$ cat config.mk
export PLATFORM = sky130hd
export DESIGN_NAME = acuity_test_ctrl
export DESIGN_NICKNAME = d
export VERILOG_FILES = /design/src/rtl/acuity_test_ctrl.sv
export SDC_FILE = /design/constraint.sdc
export NUM_CORES = 1
export LEC_CHECK = 0
export CAP_MARGIN = 20
export CELL_PAD_IN_SITES_DETAIL_PLACEMENT = 1
export CELL_PAD_IN_SITES_GLOBAL_PLACEMENT = 1
export CORE_AREA = 8 8 105 107
export CTS_CLUSTER_DIAMETER = 100
export DETAILED_ROUTE_END_ITERATION = 7
export DIE_AREA = 0 0 113 115
export PLACE_DENSITY_LB_ADDON = 0.1
export SKIP_CTS_REPAIR_TIMING = 1
export SYNTH_ARGS = -nofsm -noshare
export SYNTH_HDL_FRONTEND = slang
export SYNTH_SLANG_ARGS = --single-unit
$ cat constraint.sdc
create_clock -name sys_clk -period 2.7 [get_ports sys_clk]
set_clock_uncertainty 0.05 [all_clocks]
set_input_delay 0.54 -clock sys_clk [delete_from_list [all_inputs] [get_ports sys_clk]]
set_output_delay 0.54 -clock sys_clk [all_outputs]
set_load 0.01 [all_outputs]
$ cat src/rtl/acuity_test_ctrl.sv
// Control core for the visual-acuity tester: presents random optotype directions per level,
// scores debounced answer keys, and walks levels in descend-only or staircase mode.
module acuity_test_ctrl #(
  parameter int         NUM_LEVELS       = 5,
  parameter int         LVL_W            = 3,
  parameter int         START_LEVEL      = 4,
  parameter int         TRIALS_PER_LEVEL = 3,
  parameter int         PASS_COUNT       = 2,
  parameter int         MODE             = 0,
  parameter int         TIMEOUT_CYC      = 5_000_000,
  parameter int         TO_W             = 23,
  parameter logic [7:0] LFSR_SEED        = 8'hA5
) (
  input  logic             sys_clk,
  input  logic             sys_rst,
  input  logic             key_restart,
  input  logic             key_up,
  input  logic             key_right,
  input  logic             key_down,
  input  logic             key_left,
  output logic [LVL_W-1:0] level,
  output logic [1:0]       dir,
  output logic             show,
  output logic [3:0]       trial,
  output logic             busy,
  output logic             result_valid,
  output logic [LVL_W-1:0] result_level,
  output logic             result_fail
);

  typedef enum logic [1:0] {IDLE, PRESENT, EVAL, DONE} state_t;

  localparam logic [LVL_W-1:0] START_LVL = LVL_W'(START_LEVEL);
  localparam logic [LVL_W-1:0] TOP_LVL   = LVL_W'(NUM_LEVELS - 1);
  localparam logic [3:0]       PASS_N    = 4'(PASS_COUNT);
  localparam logic [3:0]       MISS_LIM  = 4'(TRIALS_PER_LEVEL - PASS_COUNT);
  localparam logic [TO_W-1:0]  TO_LAST   = TO_W'(TIMEOUT_CYC - 1);

  state_t          state;
  logic [4:0]      key_cur;
  logic [4:0]      key_prev;
  logic [4:0]      key_edge;
  logic [3:0]      dir_edges;
  logic            restart_edge;
  logic [7:0]      lfsr;
  logic [3:0]      hits;
  logic [3:0]      misses;
  logic            dropped;
  logic            passed_below;
  logic            answer_ok;
  logic [TO_W-1:0] to_cnt;

  logic            one_edge;
  logic            key_match;
  logic            timed_out;
  logic [1:0]      next_dir;
  logic [3:0]      hits_nx;
  logic [3:0]      misses_nx;
  logic            lvl_pass;
  logic            lvl_fail;
  logic            ev_finish;
  logic            ev_fail;
  logic            ev_change;
  logic [LVL_W-1:0] ev_res_lvl;
  logic [LVL_W-1:0] ev_next_lvl;
  logic            ev_dropped;
  logic            ev_passed_below;

  // Key vector order: {restart, left, down, right, up}; bit index of a direction equals its dir code.
  always_ff @(posedge sys_clk) begin
    if (sys_rst) begin
      key_cur  <= '0;
      key_prev <= '0;
    end else begin
      key_cur  <= {key_restart, key_left, key_down, key_right, key_up};
      key_prev <= key_cur;
    end
  end

  assign key_edge     = key_cur & ~key_prev;
  assign dir_edges    = key_edge[3:0];
  assign restart_edge = key_edge[4];

  always_ff @(posedge sys_clk) begin
    if (sys_rst) lfsr <= LFSR_SEED;
    else         lfsr <= {lfsr[6:0], lfsr[7] ^ lfsr[5] ^ lfsr[4] ^ lfsr[3]};
  end

  always_comb begin
    one_edge  = (dir_edges != 4'd0) && ((dir_edges & (dir_edges - 4'd1)) == 4'd0);
    key_match = (dir_edges & (4'b0001 << dir)) != 4'd0;
    timed_out = (TIMEOUT_CYC != 0) && (to_cnt == TO_LAST);
    next_dir  = (lfsr[1:0] == dir) ? lfsr[1:0] + 2'd1 : lfsr[1:0];
    hits_nx   = hits + {3'd0, answer_ok};
    misses_nx = misses + {3'd0, ~answer_ok};
    lvl_pass  = hits_nx >= PASS_N;
    lvl_fail  = misses_nx > MISS_LIM;
  end

  // Level-walk decision taken in EVAL; the staircase ends at the first reversal.
  always_comb begin
    ev_finish       = 1'b0;
    ev_fail         = 1'b0;
    ev_change       = 1'b0;
    ev_res_lvl      = level;
    ev_next_lvl     = level;
    ev_dropped      = dropped;
    ev_passed_below = passed_below;
    if (lvl_pass) begin
      if (MODE == 0 || dropped || level == TOP_LVL) begin
        ev_finish = 1'b1;
      end else begin
        ev_change       = 1'b1;
        ev_next_lvl     = level + LVL_W'(1);
        ev_passed_below = 1'b1;
      end
    end else if (lvl_fail) begin
      if (MODE != 0 && passed_below) begin
        ev_finish  = 1'b1;
        ev_res_lvl = level - LVL_W'(1);
      end else if (level == '0) begin
        ev_finish  = 1'b1;
        ev_fail    = 1'b1;
        ev_res_lvl = '0;
      end else begin
        ev_change   = 1'b1;
        ev_next_lvl = level - LVL_W'(1);
        if (MODE != 0) begin
          ev_dropped      = 1'b1;
          ev_passed_below = 1'b0;
        end
      end
    end
  end

  always_ff @(posedge sys_clk) begin
    if (sys_rst) begin
      state        <= IDLE;
      level        <= START_LVL;
      dir          <= 2'b00;
      show         <= 1'b0;
      trial        <= 4'd0;
      busy         <= 1'b0;
      result_valid <= 1'b0;
      result_level <= '0;
      result_fail  <= 1'b0;
      hits         <= 4'd0;
      misses       <= 4'd0;
      dropped      <= 1'b0;
      passed_below <= 1'b0;
      answer_ok    <= 1'b0;
      to_cnt       <= '0;
    end else if (restart_edge) begin
      state        <= PRESENT;
      level        <= START_LVL;
      dir          <= next_dir;
      show         <= 1'b1;
      trial        <= 4'd0;
      busy         <= 1'b1;
      result_valid <= 1'b0;
      result_level <= '0;
      result_fail  <= 1'b0;
      hits         <= 4'd0;
      misses       <= 4'd0;
      dropped      <= 1'b0;
      passed_below <= 1'b0;
      to_cnt       <= '0;
    end else begin
      case (state)
        PRESENT: begin
          // A key edge and the timeout share one path so both reach EVAL with identical timing.
          if (dir_edges != 4'd0 || timed_out) begin
            state     <= EVAL;
            show      <= 1'b0;
            answer_ok <= one_edge && key_match;
          end else begin
            to_cnt <= to_cnt + TO_W'(1);
          end
        end
        EVAL: begin
          if (ev_finish) begin
            state        <= DONE;
            busy         <= 1'b0;
            result_valid <= 1'b1;
            result_fail  <= ev_fail;
            result_level <= ev_res_lvl;
            trial        <= trial + 4'd1;
            hits         <= hits_nx;
            misses       <= misses_nx;
          end else begin
            state        <= PRESENT;
            show         <= 1'b1;
            dir          <= next_dir;
            to_cnt       <= '0;
            dropped      <= ev_dropped;
            passed_below <= ev_passed_below;
            if (ev_change) begin
              level  <= ev_next_lvl;
              trial  <= 4'd0;
              hits   <= 4'd0;
              misses <= 4'd0;
            end else begin
              trial  <= trial + 4'd1;
              hits   <= hits_nx;
              misses <= misses_nx;
            end
          end
        end
        default: ;
      endcase
    end
  end

endmodule
# Word level (Yosys, flattened, before mapping)
# Cells that the tools add are included.
totals:
  romBits: 0
  latch_bits: 0
  ramBits: 0
  ff_bits: 68
  mem_count: 0
  wordCells: 104
  input_bits: 7
classes:
  shift: 1
  n_eq_ne: 10
  multipliers: 0
  n_reduce_logical: 21
  div: 0
  n_lt_le_gt_ge: 2
  mux: 34
  n_bitwise: 12
  n_addsub: 7
ops:
  columns: ["op", "count"]
  rows:
  - ["two-way mux 23 bit", 2]
  - ["one-hot mux 23 bit (2 select lines)", 1]
  - ["two-way mux 4 bit", 6]
  - ["adder 23 x 1 -> 23 bit, second input constant", 1]
  - ["== test 23 bit, second input constant", 1]
  - ["two-way mux 1 bit", 14]
  - ["two-way mux 2 bit", 6]
  - ["AND reduction 2 bit", 5]
  - ["two-way mux 3 bit", 3]
  - ["AND reduction 3 bit", 3]
  - ["adder 4 x 1 -> 4 bit", 2]
  - ["AND 4 bit", 2]
  - ["!= test 2 bit, second input constant", 4]
  - ["nonzero test 4 bit", 2]
  - ["!= test 3 bit, second input constant", 2]
  - ["AND reduction 6 bit", 1]
  - ["nonzero test 2 bit", 3]
  - ["AND 5 bit", 1]
  - ["NOT 1 bit", 5]
  - ["NOT 5 bit", 1]
  - ["adder 4 x 1 -> 4 bit, second input constant", 1]
  - ["greater-or-equal comparator 4 x 2 -> 1 bit, second input constant", 1]
  - ["greater-than comparator 4 x 1 -> 1 bit, second input constant", 1]
  - ["zero test 4 bit", 1]
  - ["15 further kinds", 18]

# Logic depth before layout (Yosys ltp)
# Gate-level depths: netlist of the first run.
depth:
  ltp_word: 8
  ltp_mapped: 11

# Least setup slack after synthesis of the first run
# Ideal clock, no wire load.
synth_timing:
  path_type: "register to register"
  from: "reg answer_ok"
  to: "reg to_cnt[14]"
  t_required_ns: 2.580
  setup_time_ns: 0.070
  stages_incl_launch_ff: 11
  n_path_buf: 1
  slack_ns: 0.038
  arrival_time_ns: 2.542
  cell_sequence: "dfxtp_1 > inv_1 > ha_1 > ha_1 > nand2b_1 > or4b_4 > a21oi_4 > o211ai_2 > buf_6 > or4_1 > a21oi_1"
synth_via:
  elab_chain_cells: 7
  elab_cells_between_ends: 9
  cone_classes: "2 x add/sub; 2 x order compare; 1 x eq/ne; 2 x mux; 1 x bitwise; 1 x reduce/logical"
synth_lines:
  columns: ["element", "line_no", "rtl"]
  rows:
  - ["from (decl)", "50", "logic answer_ok;"]
  - ["from (signal assigned)", "175", "answer_ok <= one_edge && key_match;"]
  - ["NOT 1 bit", "95", "misses_nx = misses + {3'd0, ~answer_ok};"]
  - ["adder 4 x 1 -> 4 bit", "95", null]
  - ["greater-than comparator 4 x 1 -> 1 bit", "97", "lvl_fail = misses_nx > MISS_LIM;"]
  - ["two-way mux 1 bit", "117", "end else if (lvl_fail) begin"]
  - ["two-way mux 1 bit *", "109", "if (lvl_pass) begin"]
  - ["!= test 2 bit (no line) *", null, null]
  - ["AND reduction 3 bit (no line) *", null, null]
  - ["to (signal assigned)", "177", "to_cnt <= to_cnt + TO_W'(1);"]
  - ["to (decl)", "51", "logic [TO_W-1:0] to_cnt;"]
# Every way passes the cells marked *; elsewhere a longest branch is shown, timed or not.
# A chain may end at the register's enable or synchronous reset.

# Worst setup path in the final report of the first run
layout_timing:
  from: "reg answer_ok"
  to: "reg to_cnt[6]"
# The elaborated chain is that of the path after synthesis.

==> run_results.csv, run 1 <==
group,metric,value,unit
run_status,outcome,"complete, but fails checks",
run_status,violations,"setup timing",
sta,tightest_slew,0.569,ns
worst_setup_path,cp-start-kind,"flop",
clock_tree,path_clk_slew,0.09,ns
pwr,power.total,0.00258,W
min_path,min_path_type,"flop to flop",
place,place_hpwl,5480,um
sta,post-route-period-util,1.03,
route,wirelength,8150,um
pwr,power.leakage,1.47,nW
route,drt_iter0_markers,119,
worst_setup_path,crit_arrival,3.01,ns
grt,grt_pass1_wl,13400,um
sta,relSlewSlack,0.616,
yosys,synth_fp_nets,381,
grt,grt_pass1_vias,2863,
yosys,syn_area,0.00316,mm2
sta,slew_violations,0,
floorplan,initial_core_util,0.334,
min_path,holdPathStages,1,
route,wl_met1,3800,um
clock_tree,cts_buffers,9,
floorplan,ios,23,
final_layout,diodes,0,
sta,period_needed,2.79,ns
yosys,yosysMostFrequentCell,"dfxtp_1",
flow_run,max_cap_violations,0,
place,gp_congestion,0.724,
yosys,ys.flop_type,"dfxtp_1",
sta,fmax,359,MHz
floorplan,dieArea,0.0130,mm2
yosys,yosysSeqAreaShare,0.431,
pwr,worst_ir_drop_vdd,0.270,mV
route,highest_layer,"met4",
worst_setup_path,r2r_slack,-0.09,ns
worst_setup_path,worst_setup_path_end_kind,"flop",
yosys,synth_top_cells_by_count,"68 x dfxtp_1, 38 x a21oi_1, 25 x nor2_1",
worst_setup_path,cp_max_fo,7,
place,place_inst,506,
yosys,synthTopCellsByArea,"dfxtp_1 43%, a21oi_1 6.0%, ha_1 4.0%, nor2b_1 3.8%, o21ai_0 3.5%",
yosys,synth_top_area_frac,0.431,
clock_tree,cts_tree,"done",
yosys,async_flop_share,0,
clock_tree,worstSkewPairLatency,0.34,ns
clock_tree,cts_max_path_buffers,2,
route,via_per_inst,5.32,
final_layout,nets,427,
final_layout,final_cells,529,
grt,grt_usage,0.126,
yosys,synth-warning-count,0,
route,wl_met2,3920,um
floorplan,die_h,115,um
route,dr_wl_met3,277,um
clock_tree,cts-root-buf,"clkbuf_8",
sta,hold_viol,0,
place,portBuffers,22,
worst_setup_path,cp.required,2.93,ns
final_layout,area_delta_synth_final,30.5,%
yosys,synth-edff-count,0,
clock_tree,htreeDepth,3,
route,vias,2814,
route,drc_errors,0,
clock_tree,cts_sinks,68,
final_layout,drive_gt1_frac,0.217,
yosys,synthesis.instances,364,
route,drtPass1Iterations,4,
worst_setup_path,r2r_cells,12,
worst_setup_path,crit_type,"flop to flop",
yosys,synth.distinct_cells,51,
floorplan,rows,36,
sta,rsz0062_at_grt,"true",
floorplan,core_area,0.00946,mm2
yosys,avgSynthCellArea,8.68,um2
sta,hold_slack,0.375,ns
sta,fin_ws,-0.0861,ns
route,wl_per_cell,15.4,um
grt,grt_antenna_before_repair,0,
grt,grt.overflow.total,0,
floorplan,fp.dieW,113,um
grt,grt_max_degree,37,
yosys,yosys_register_bits,68,
yosys,synth.largest_area_cell,"dfxtp_1",
route,antenna_left,0,
sta,setup-violations-final,12,
pwr,powerDensity,626,mW/mm2
## kinds of logic after synthesis
family / Yosys count / synth area share
compound gates: 87 / 0.166
xor+xnor: 11 / 0.0305
fa+ha+maj: 10 / 0.0396
buf+inv: 26 / 0.0349
flops: 68 / 0.431
mux: 3 / 0.00951
simple gates: 159 / 0.289
## per-stage QoR
| stage | util | setup WS, ns | cell area [um2] | TNS, ns |
|---|---|---|---|---|
| floorplan | - | 0.0375 | 3160 | 0 |
| global placement | 0.385 | -0.00526 | 3640 | -0.0123 |
| detailed placement | 0.385 | -0.0829 | 3640 | -0.493 |
| CTS | 0.407 | -0.121 | 3850 | -0.835 |
| global route | 0.436 | -0.184 | 4120 | -2.16 |
| finish | 0.436 | -0.0861 | 4120 | -0.571 |
## worst max-delay path: stages, from the launching register on
cell      delay [ns]
dfxtp_2         0.34
inv_2           0.05
ha_4            0.16
ha_4            0.21
nand2b_4        0.13
or4b_4          0.55
a21oi_4         0.21
o211ai_4        0.11
buf_12          0.16
buf_12          0.12
buf_6           0.11
or4_1           0.39
a21oi_1         0.12
## registers in the layout (all words and copies together) (netlist names)
| register | flops |
|---|---|
| result_level | 3 |
| lfsr | 8 |
| level | 3 |
| dir | 2 |
| hits | 4 |
| misses | 4 |
| key_cur | 5 |
| result_fail | 1 |
| busy | 1 |
| result_valid | 1 |
| answer_ok | 1 |
| to_cnt | 23 |
| key_prev | 5 |
| state | 2 |
| show | 1 |
| trial | 4 |
## layout by cell type, fill, tap and decap left out, drive strengths merged, types with 3 or more instances in the layout
master	count
dfxtp	68
a21oi	39
buf	28
nor2	25
nand2	22
o21ai	22
clkdlybuf4s50	22
nor2b	19
nand3	18
or3	15
inv	14
clkbuf	10
ha	10
nand4	8
nand2b	8
or4	8
o31ai	8
xor2	6
and2	6
nor3	5
xnor2	5
a31oi	4
or4b	4
mux2i	3
and4	3
or2	3
## power breakdown
group,switching (W),internal [W],total (W)
registers,0.0000414,0.00105,0.00109
clock network,0.000445,0.000441,0.000886
logic,0.000302,0.000300,0.000602
## final timing paths
check,endpoint,start
setup reg to reg,to_cnt[6],answer_ok
hold reg to reg,lfsr[7],lfsr[6]
setup / recovery,to_cnt[6],answer_ok
hold / removal,lfsr[7],lfsr[6]
## routing by layer
metal / GRT usage / up-vias
met5: 0 / -
met4: 0.0515 / 0
met3: 0.0357 / 13
met2: 0.213 / 29
met1: 0.148 / 1367
li1: - / 1405
## area by class of cell
cell class / instances / area, um2
clock buffer: 9 / 124
clock inverter: 7 / 81.3
fill: 1112 / 5340
inverter: 10 / 37.5
multi-input combinational: 270 / 1870
sequential: 68 / 1360
tap: 114 / 143
timing repair buffer: 51 / 500
Power figures use the tool's default switching activity.
==> inputs of run 2 (changes only) <==
--- a/config.mk
+++ b/config.mk
@@ -12,6 +12,7 @@
 export CTS_CLUSTER_DIAMETER = 100
 export DETAILED_ROUTE_END_ITERATION = 7
 export DIE_AREA = 0 0 113 115
+export MAX_ROUTING_LAYER = met4
 export PLACE_DENSITY_LB_ADDON = 0.1
 export SKIP_CTS_REPAIR_TIMING = 1
 export SYNTH_ARGS = -nofsm -noshare
==> run_results.csv, run 2 (synthesis gave the netlist of run 1 again) <==
group,metric,value,unit
place,place_hpwl,5480,um
sta,post-route-period-util,1.03,
clock_tree,cts_max_path_buffers,2,
grt,grt_max_degree,37,
route,wirelength,8130,um
final_layout,diodes,0,
sta,setup-violations-final,12,
sta,hold_viol,0,
flow_run,max_cap_violations,0,
worst_setup_path,worst_setup_path_end_kind,"flop",
clock_tree,cts_tree,"done",
sta,rsz0062_at_grt,"true",
floorplan,dieArea,0.0130,mm2
route,antenna_left,0,
floorplan,ios,23,
final_layout,most-common-layout-cells,"67 x dfxtp_1, 26 x a21oi_1, 25 x nor2_1, 23 x buf_4",
worst_setup_path,cp_max_fo,7,
sta,slew_violations,0,
place,placed_area,0.00364,mm2
pwr,powerDensity,625,mW/mm2
grt,grt_usage,0.130,
sta,tightest_slew,0.569,ns
grt,grt_antenna_before_repair,0,
clock_tree,cts_buffers,9,
final_layout,nets,427,
route,drc_errors,0,
pwr,power.total,0.00258,W
worst_setup_path,cp.required,2.92,ns
floorplan,die_h,115,um
run_status,outcome,"complete, but fails checks",
worst_setup_path,crit_type,"flop to flop",
final_layout,final_common_cell,"dfxtp_1",
min_path,min_path_type,"flop to flop",
clock_tree,worstSkewPairLatency,0.34,ns
floorplan,rows,36,
floorplan,core_area,0.00946,mm2
final_layout,largest_reg_flops,23,
final_layout,largest-register,"to_cnt",
final_layout,stdcell_area,0.00412,mm2
route,drt_iter0_markers,101,
floorplan,fp.dieW,113,um
floorplan,initial_core_util,0.334,
sta,fmax,359,MHz
route,via_per_inst,5.32,
sta,fin_tns_setup,-0.594,ns
worst_setup_path,crit_arrival,3.01,ns
final_layout,reg_top3,"to_cnt (23), lfsr (8)",
clock_tree,cts-root-buf,"clkbuf_8",
pwr,worst_ir_drop_vdd,0.270,mV
final_layout,drive_gt1_frac,0.217,
clock_tree,cts_sinks,68,
route,vias,2815,
grt,grt_pass1_vias,2867,
final_layout,area_delta_synth_final,30.5,%
grt,grt_pass1_wl,13400,um
sta,relSlewSlack,0.616,
grt,grt.overflow.total,0,
sta,fin_ws,-0.0888,ns
place,gp_congestion,0.733,
route,drtPass1Iterations,4,
clock_tree,htreeDepth,3,
run_status,violations,"setup timing",
route,wl_per_cell,15.4,um
sta,period_needed,2.79,ns
place,portBuffers,22,
worst_setup_path,cp-start-kind,"flop",
pwr,power.leakage,1.47,nW
clock_tree,path_clk_slew,0.08,ns
## run 2: final timing paths
check / from / to / slack, ns / depth (start not counted)
max: answer_ok / to_cnt[6] / -0.09 / 12
min: lfsr[6] / lfsr[7] / 0.38 / 1
max reg2reg: answer_ok / to_cnt[6] / -0.09 / 12
min reg2reg: lfsr[6] / lfsr[7] / 0.38 / 1
## run 2: power breakdown
part	switching, W	internal (W)	total, W
logic	0.000303	0.000300	0.000603
registers	0.0000411	0.00105	0.00109
clock network	0.000442	0.000441	0.000883
## run 2: worst max-delay path, stage by stage, from the launching register on
cell and delay, ns:
dfxtp_2 0.34, inv_2 0.05, ha_4 0.16, ha_4 0.21, nand2b_4 0.13, or4b_4 0.55
a21oi_4 0.21, o211ai_4 0.11, buf_12 0.16, buf_12 0.13, buf_6 0.11, or4_1 0.40
a21oi_1 0.12
## run 2: layout make-up
cell class	count	area (um2)
Clock buffer	9	124
Multi-Input combinational cell	270	1870
Clock inverter	7	81.3
Sequential cell	68	1360
Inverter	10	37.5
Tap cell	114	143
Fill cell	1112	5340
Timing Repair Buffer	51	500
## run 2: per-layer routing
| layer | track usage | share of wire | up-vias |
|---|---|---|---|
| li1 | - | - | 1406 |
| met1 | 0.152 | 0.48 | 1374 |
| met2 | 0.213 | 0.48 | 28 |
| met3 | 0.0357 | 0.024 | 7 |
| met4 | 0.0409 | 0.013 | 0 |
| met5 | - | 0 | - |
## run 2: stage by stage
step | cells | hold slack, ns | setup slack [ns] | utilization
after detailed placement | 506 | 0.354 | -0.0829 | 0.385
after global placement | 506 | 0.346 | -0.00526 | 0.385
after floorplan | 364 | 0.339 | 0.0375 | -
after global routing | 529 | 0.407 | -0.184 | 0.436
final | 529 | 0.375 | -0.0888 | 0.436
after CTS | 522 | 0.380 | -0.121 | 0.407
==> RTL edit 1, RTL diff (config.mk and constraints of run 1) <==
`MODE`: 0 -> 1.
--- a/src/rtl/acuity_test_ctrl.sv
+++ b/src/rtl/acuity_test_ctrl.sv
@@ -6,7 +6,7 @@
   parameter int         START_LEVEL      = 4,
   parameter int         TRIALS_PER_LEVEL = 3,
   parameter int         PASS_COUNT       = 2,
-  parameter int         MODE             = 0,
+  parameter int         MODE             = 1,
   parameter int         TIMEOUT_CYC      = 5_000_000,
   parameter int         TO_W             = 23,
   parameter logic [7:0] LFSR_SEED        = 8'hA5
Check against the original RTL: no difference found for any inputs over 10 cycles, from zero or initial values and one cycle with sys_rst high; that may be too few to reach the edited logic, so the function may still have changed.
==> RTL edit 1 against run 1 <==
Global-route usage up 2.5 points. Sequential cell count up 2. Via count up 16%. Die area unchanged. Wire length up 15%. Area after synthesis up 10%. Maximum frequency up 7.5%. Count of clock-buffer cells in the layout unchanged. Worst setup slack better by 0.19 ns. Total power down 8.0%. Final area up 1.0%. Critical path type unchanged. Critical endpoint is now to_cnt[12].
==> RTL edit 1: results (changes against run 1) <==
Worst setup path
  – CP Max Fanout: 44 (+37)
  – Reg2Reg Depth: 10 (-2)
  – R2R setup slack: 0.11 ns (+0.19 ns)
  – RR Endpoint: to_cnt[12]
  – Worst Path Arrival: 2.82 ns (-0.19 ns)

Routing
  – Initial DRT Pass Iterations: 5 (+1)
  – Violation count after the first detailed-route iteration: 143 (+20%)
  – Via/cell ratio: 5.74 (+7.8%)
  – DRT Wirelength: 9.41 mm (+15%)

Logic synthesis
  – Post-Synth XOR/XNOR Area: 0.0151 (-0.0154)
  – Area contributors post-synth: dfxtp_1, a21oi_1, or4_1, nand3_1, ha_1
  – Top cells by instance count after synthesis: dfxtp_1, a21oi_1, nand2_1
  – Mux share of post-synthesis cell area: 0 (-0.00950)
  – Adder-cell share of the synthesized area: 0.0395 (-0.0000925)
  – Distinct cells, synth: 54 (+5.9%)
  – Compound-Gate Fraction of Synth Area: 0.215 (+0.0489)
  – Synth warn: 0 (unchanged)

Cells and area
  – Top Registers: to_cnt (23), lfsr (8)
  – Fill count: 1135 (+2.1%)
  – Fin nets: 466 (+9.1%)
  – Layout cells sized above 1: 0.110 (-0.106)

Run status
  – Status: complete, no violations

STA
  – Tmin final: 2.59 ns (-0.194 ns)
  – Measured slew at the worst slew-check pin: 0.478 ns (-0.0911 ns)

Pwr
  – Peak supply drop: 0.000284 V (+5.2%)
  – Switch share: 0.300 (-0.00596)
  – Leak Pwr: 1.41 nW (-3.9%)

Global route
  – GRT Overall Usage: 0.151 (+0.0248)
  – Largest net degree at the start of global routing: 45 (+22%)
  – Vias in the first global route: 3235 (+13%)
  – First-pass GRT wire length: 16.1 mm (+20%)

Placement
  – Placed cell areas: 3910 um2 (+7.2%)
  – Final HPWL DP: 6.45 mm (+18%)
-- RTL edit 1: per-layer routing --
metal | global-route usage | part of all wire
met1 | 0.184 | 0.47
met5 | 0 | 0
met4 | 0.0480 | 0.013
met2 | 0.258 | 0.49
met3 | 0.0352 | 0.029
-- RTL edit 1: kinds of logic after synthesis --
| logic type | after synthesis |
|---|---|
| AND/OR/NAND/NOR | 172 |
| AO/OA/AOI/OAI | 120 |
| flip-flops | 70 |
| buffers and inverters | 40 |
| adder cells (fa/ha/maj) | 11 |
| XOR/XNOR | 6 |
-- RTL edit 1: critical path, cell delays in order, from the launching register on --
cell and delay (ns):
dfxtp_2 0.36, inv_1 0.04, ha_1 0.24, ha_4 0.24, nand4b_1 0.21, o22ai_1 0.22, o21bai_4 0.19, a211oi_4 0.10
buf_12 0.18, or4_1 0.51, a21oi_1 0.16
-- RTL edit 1: area by class of cell --
class | count | area (um2) | area share
clock buffer | 9 | 124 | 0.0297
clock inverter | 7 | 82.6 | 0.0198
inverter | 14 | 52.6 | 0.0126
multi-input combinational | 309 | 1960 | 0.471
sequential | 70 | 1400 | 0.337
tap | 114 | 143 | 0.0342
timing repair buffer | 44 | 398 | 0.0955
-- RTL edit 1: worst max path at each step --
stage | startpoint | end | slack, ns | cells after the start
after floorplan | hits[0] | to_cnt[20] | 0.11 | 10
after global placement | answer_ok | to_cnt[18] | 0.08 | 10
after detailed placement | answer_ok | to_cnt[12] | -0.02 | 10
after CTS | answer_ok | to_cnt[22] | -0.04 | 10
after global routing | answer_ok | to_cnt[22] | -0.04 | 10
final | answer_ok | to_cnt[12] | 0.11 | 10
-- RTL edit 1: power by group through the flow --
stage               combinational (mW)  sequential, mW  clock, mW
global route                     0.403            1.12      0.994
floorplan                        0.212            1.13          0
detailed placement               0.354            1.13          0
CTS                              0.357            1.11      0.940
finish                           0.361            1.11      0.903
global placement                 0.347            1.13          0
-- RTL edit 1: metrics by stage --
stage	setup TNS, ns	instances	hold slack [ns]
final	0	567	0.372
after global routing	-0.198	567	0.390
after CTS	-0.184	565	0.374
after detailed placement	-0.0298	549	0.351
after global placement	0	549	0.344
after floorplan	0	419	0.339
==> RTL edit 2, RTL diff (settings of run 1) <==
Without the edit above. Take the reset off `key_cur` and load it in a clocked block of its own.
--- a/src/rtl/acuity_test_ctrl.sv
+++ b/src/rtl/acuity_test_ctrl.sv
@@ -69,12 +69,14 @@
   // Key vector order: {restart, left, down, right, up}; bit index of a direction equals its dir code.
   always_ff @(posedge sys_clk) begin
     if (sys_rst) begin
-      key_cur  <= '0;
       key_prev <= '0;
     end else begin
-      key_cur  <= {key_restart, key_left, key_down, key_right, key_up};
       key_prev <= key_cur;
     end
+  end
+
+  always_ff @(posedge sys_clk) begin
+    key_cur <= {key_restart, key_left, key_down, key_right, key_up};
   end
 
   assign key_edge     = key_cur & ~key_prev;
Function: changed (Yosys sat finds a counterexample within 4 cycles, from zero or initial values and one cycle with sys_rst high).
==> RTL edit 2 against run 1 <==
The run still ends with negative setup slack left. Die area unchanged. Non-clock buffer count fell by 3. Largest cell class unchanged. Sequential share of layout area rose by 1.1 points. Area after synthesis fell by 1.5%. Worst setup slack improved by 0.049 ns. Final area decreased by 3.1%. Critical path depth fell by 3. Sequential cell count is the same. Wire length grew 0.77%. Via count down 4.7%.
Power is not compared: it rests on default switching activity, and its combinational part moved more than twofold at a synthesized area within 25%.
==> RTL edit 2: results (changes against run 1) <==
Hold path
  – Worst Hold Class: reg2reg
  – Hold Startpoint: lfsr[6]

Routing
  – DR WL/cell: 15.9 um (+2.9%)
  – Violation count after the first detailed-route iteration: 107 (-10%)
  – Via/cell ratio: 5.18 (-2.7%)

Worst setup path
  – Crit path to: to_cnt[17]
  – Reg2Reg Depth: 9 (-3)
  – CP Max Fanout: 7 (unchanged)
  – Worst Path Arrival: 2.97 ns (-0.04 ns)

Placement
  – Final HPWL DP: 5.76 mm (+5.2%)
  – GP Congestion: 0.795 (+9.7%)
  – DP Cell Count: 500 (-1.2%)
  – Placed cell areas: 3650 um2 (about the same)
  – Pre-CTS setup slack: -0.161 ns (-0.0784 ns)

STA
  – Hold_ws: 0.368 ns (-0.00731 ns)
  – Final setup violation count: 6 (-6)
  – Setup slack after layout: -0.0369 ns (+0.0492 ns)
  – Setup TNS: -0.0923 ns (+0.479 ns)
  – Measured slew at the worst slew-check pin: 0.536 ns (-0.0334 ns)

Global route
  – Vias in the first global route: 2754 (-3.8%)
  – Largest net degree at the start of global routing: 22 (-41%)
  – GRT Overall Usage: 0.128 (+0.00154)
  – Initial antenna violation count: 0 (unchanged)
  – First-pass GRT wire length: 13.4 mm (-0.21%)

Cells and area
  – Finished Layout Cells: 518 (-2.1%)
  – Layout cells sized above 1: 0.163 (-0.0535)
  – Area Growth Syn to Fin: 28.4%
  – Fin nets: 416 (-2.6%)
  – Fill count: 1096 (-1.4%)

Logic synthesis
  – Top cells by instance count after synthesis: dfxtp_1, nor2_1, nand2_1
  – Syn Inst Count: 351 (-3.6%)
  – Area contributors post-synth: dfxtp_1, nor2_1, xnor2_1, ha_1, nor2b_1
  – Distinct cells, synth: 50 (-2.0%)
  – Sequential fraction of the synthesis area: 0.438 (+0.00676)
  – Mapped Nets: 368 (-3.4%)

Clocking
  – Max clock buf depth: 2 (unchanged)

Run status
  – Failing checks: negative setup slack
  – Status: complete, but fails checks
-- RTL edit 2: cell count changes after synthesis, sizes merged, moves of 5 or more --
cell | before | now
o21ai | 22 | 14
a2111oi | 0 | 5
xnor2 | 5 | 15
a21oi | 39 | 16
a211oi | 1 | 9
nor2 | 25 | 41
nand3 | 18 | 12
or3 | 15 | 9
o31ai | 8 | 1
-- RTL edit 2: kinds of logic (layout without fill, tap and decap cells) --
family / count (synthesis) / count (layout) / synth area share
and+or+nand+nor: 148 / 148 / 0.247
AOI/OAI and AO/OA: 73 / 74 / 0.169
adders and majority gates: 10 / 10 / 0.0402
muxes: 2 / 2 / 0.00644
DFF: 68 / 68 / 0.438
buffers and inverters: 26 / 78 / 0.0322
xor gates and xnor gates: 24 / 24 / 0.0676
-- RTL edit 2: where the power goes --
part           internal, mW  switching, mW
Clock                 0.620          0.428
Combinational         0.107          0.131
Sequential             1.04         0.0278
-- RTL edit 2: per-layer routing --
| layer | share of wire | up-vias | GRT usage | routed length, um |
|---|---|---|---|---|
| li1 | - | 1355 | - | - |
| met1 | 0.49 | 1299 | 0.153 | 4000 |
| met2 | 0.48 | 22 | 0.216 | 3930 |
| met3 | 0.025 | 5 | 0.0331 | 207 |
| met4 | 0.0097 | 0 | 0.0480 | 80 |
| met5 | 0 | - | 0 | 0 |
-- RTL edit 2: worst max-delay path: stages, from the launching register on --
cell      delay (ns)
dfxtp_2         0.33
buf_4           0.14
ha_1            0.25
ha_4            0.25
nor4_2          0.25
a31oi_1         0.13
a21o_4          0.25
a2111o_1        0.51
or3_1           0.39
a21oi_2         0.12
-- RTL edit 2: how the worst min path moves through the flow --
stage	endpoint	cells past startpoint
5_1_grt	lfsr[7]	1
3_5_place_dp	lfsr[7]	1
6_report	lfsr[7]	1
3_3_place_gp	lfsr[7]	1
2_1_floorplan	lfsr[7]	1
4_1_cts	lfsr[7]	1
-- RTL edit 2: area by class of cell --
class,count,share of cell area
clock buffers,9,0.0310
multi-input cells,258,0.438
flip-flops and latches,68,0.341
inverters,14,0.0132
clock inverters,7,0.0310
well taps,114,0.0357
repair buffers,48,0.110
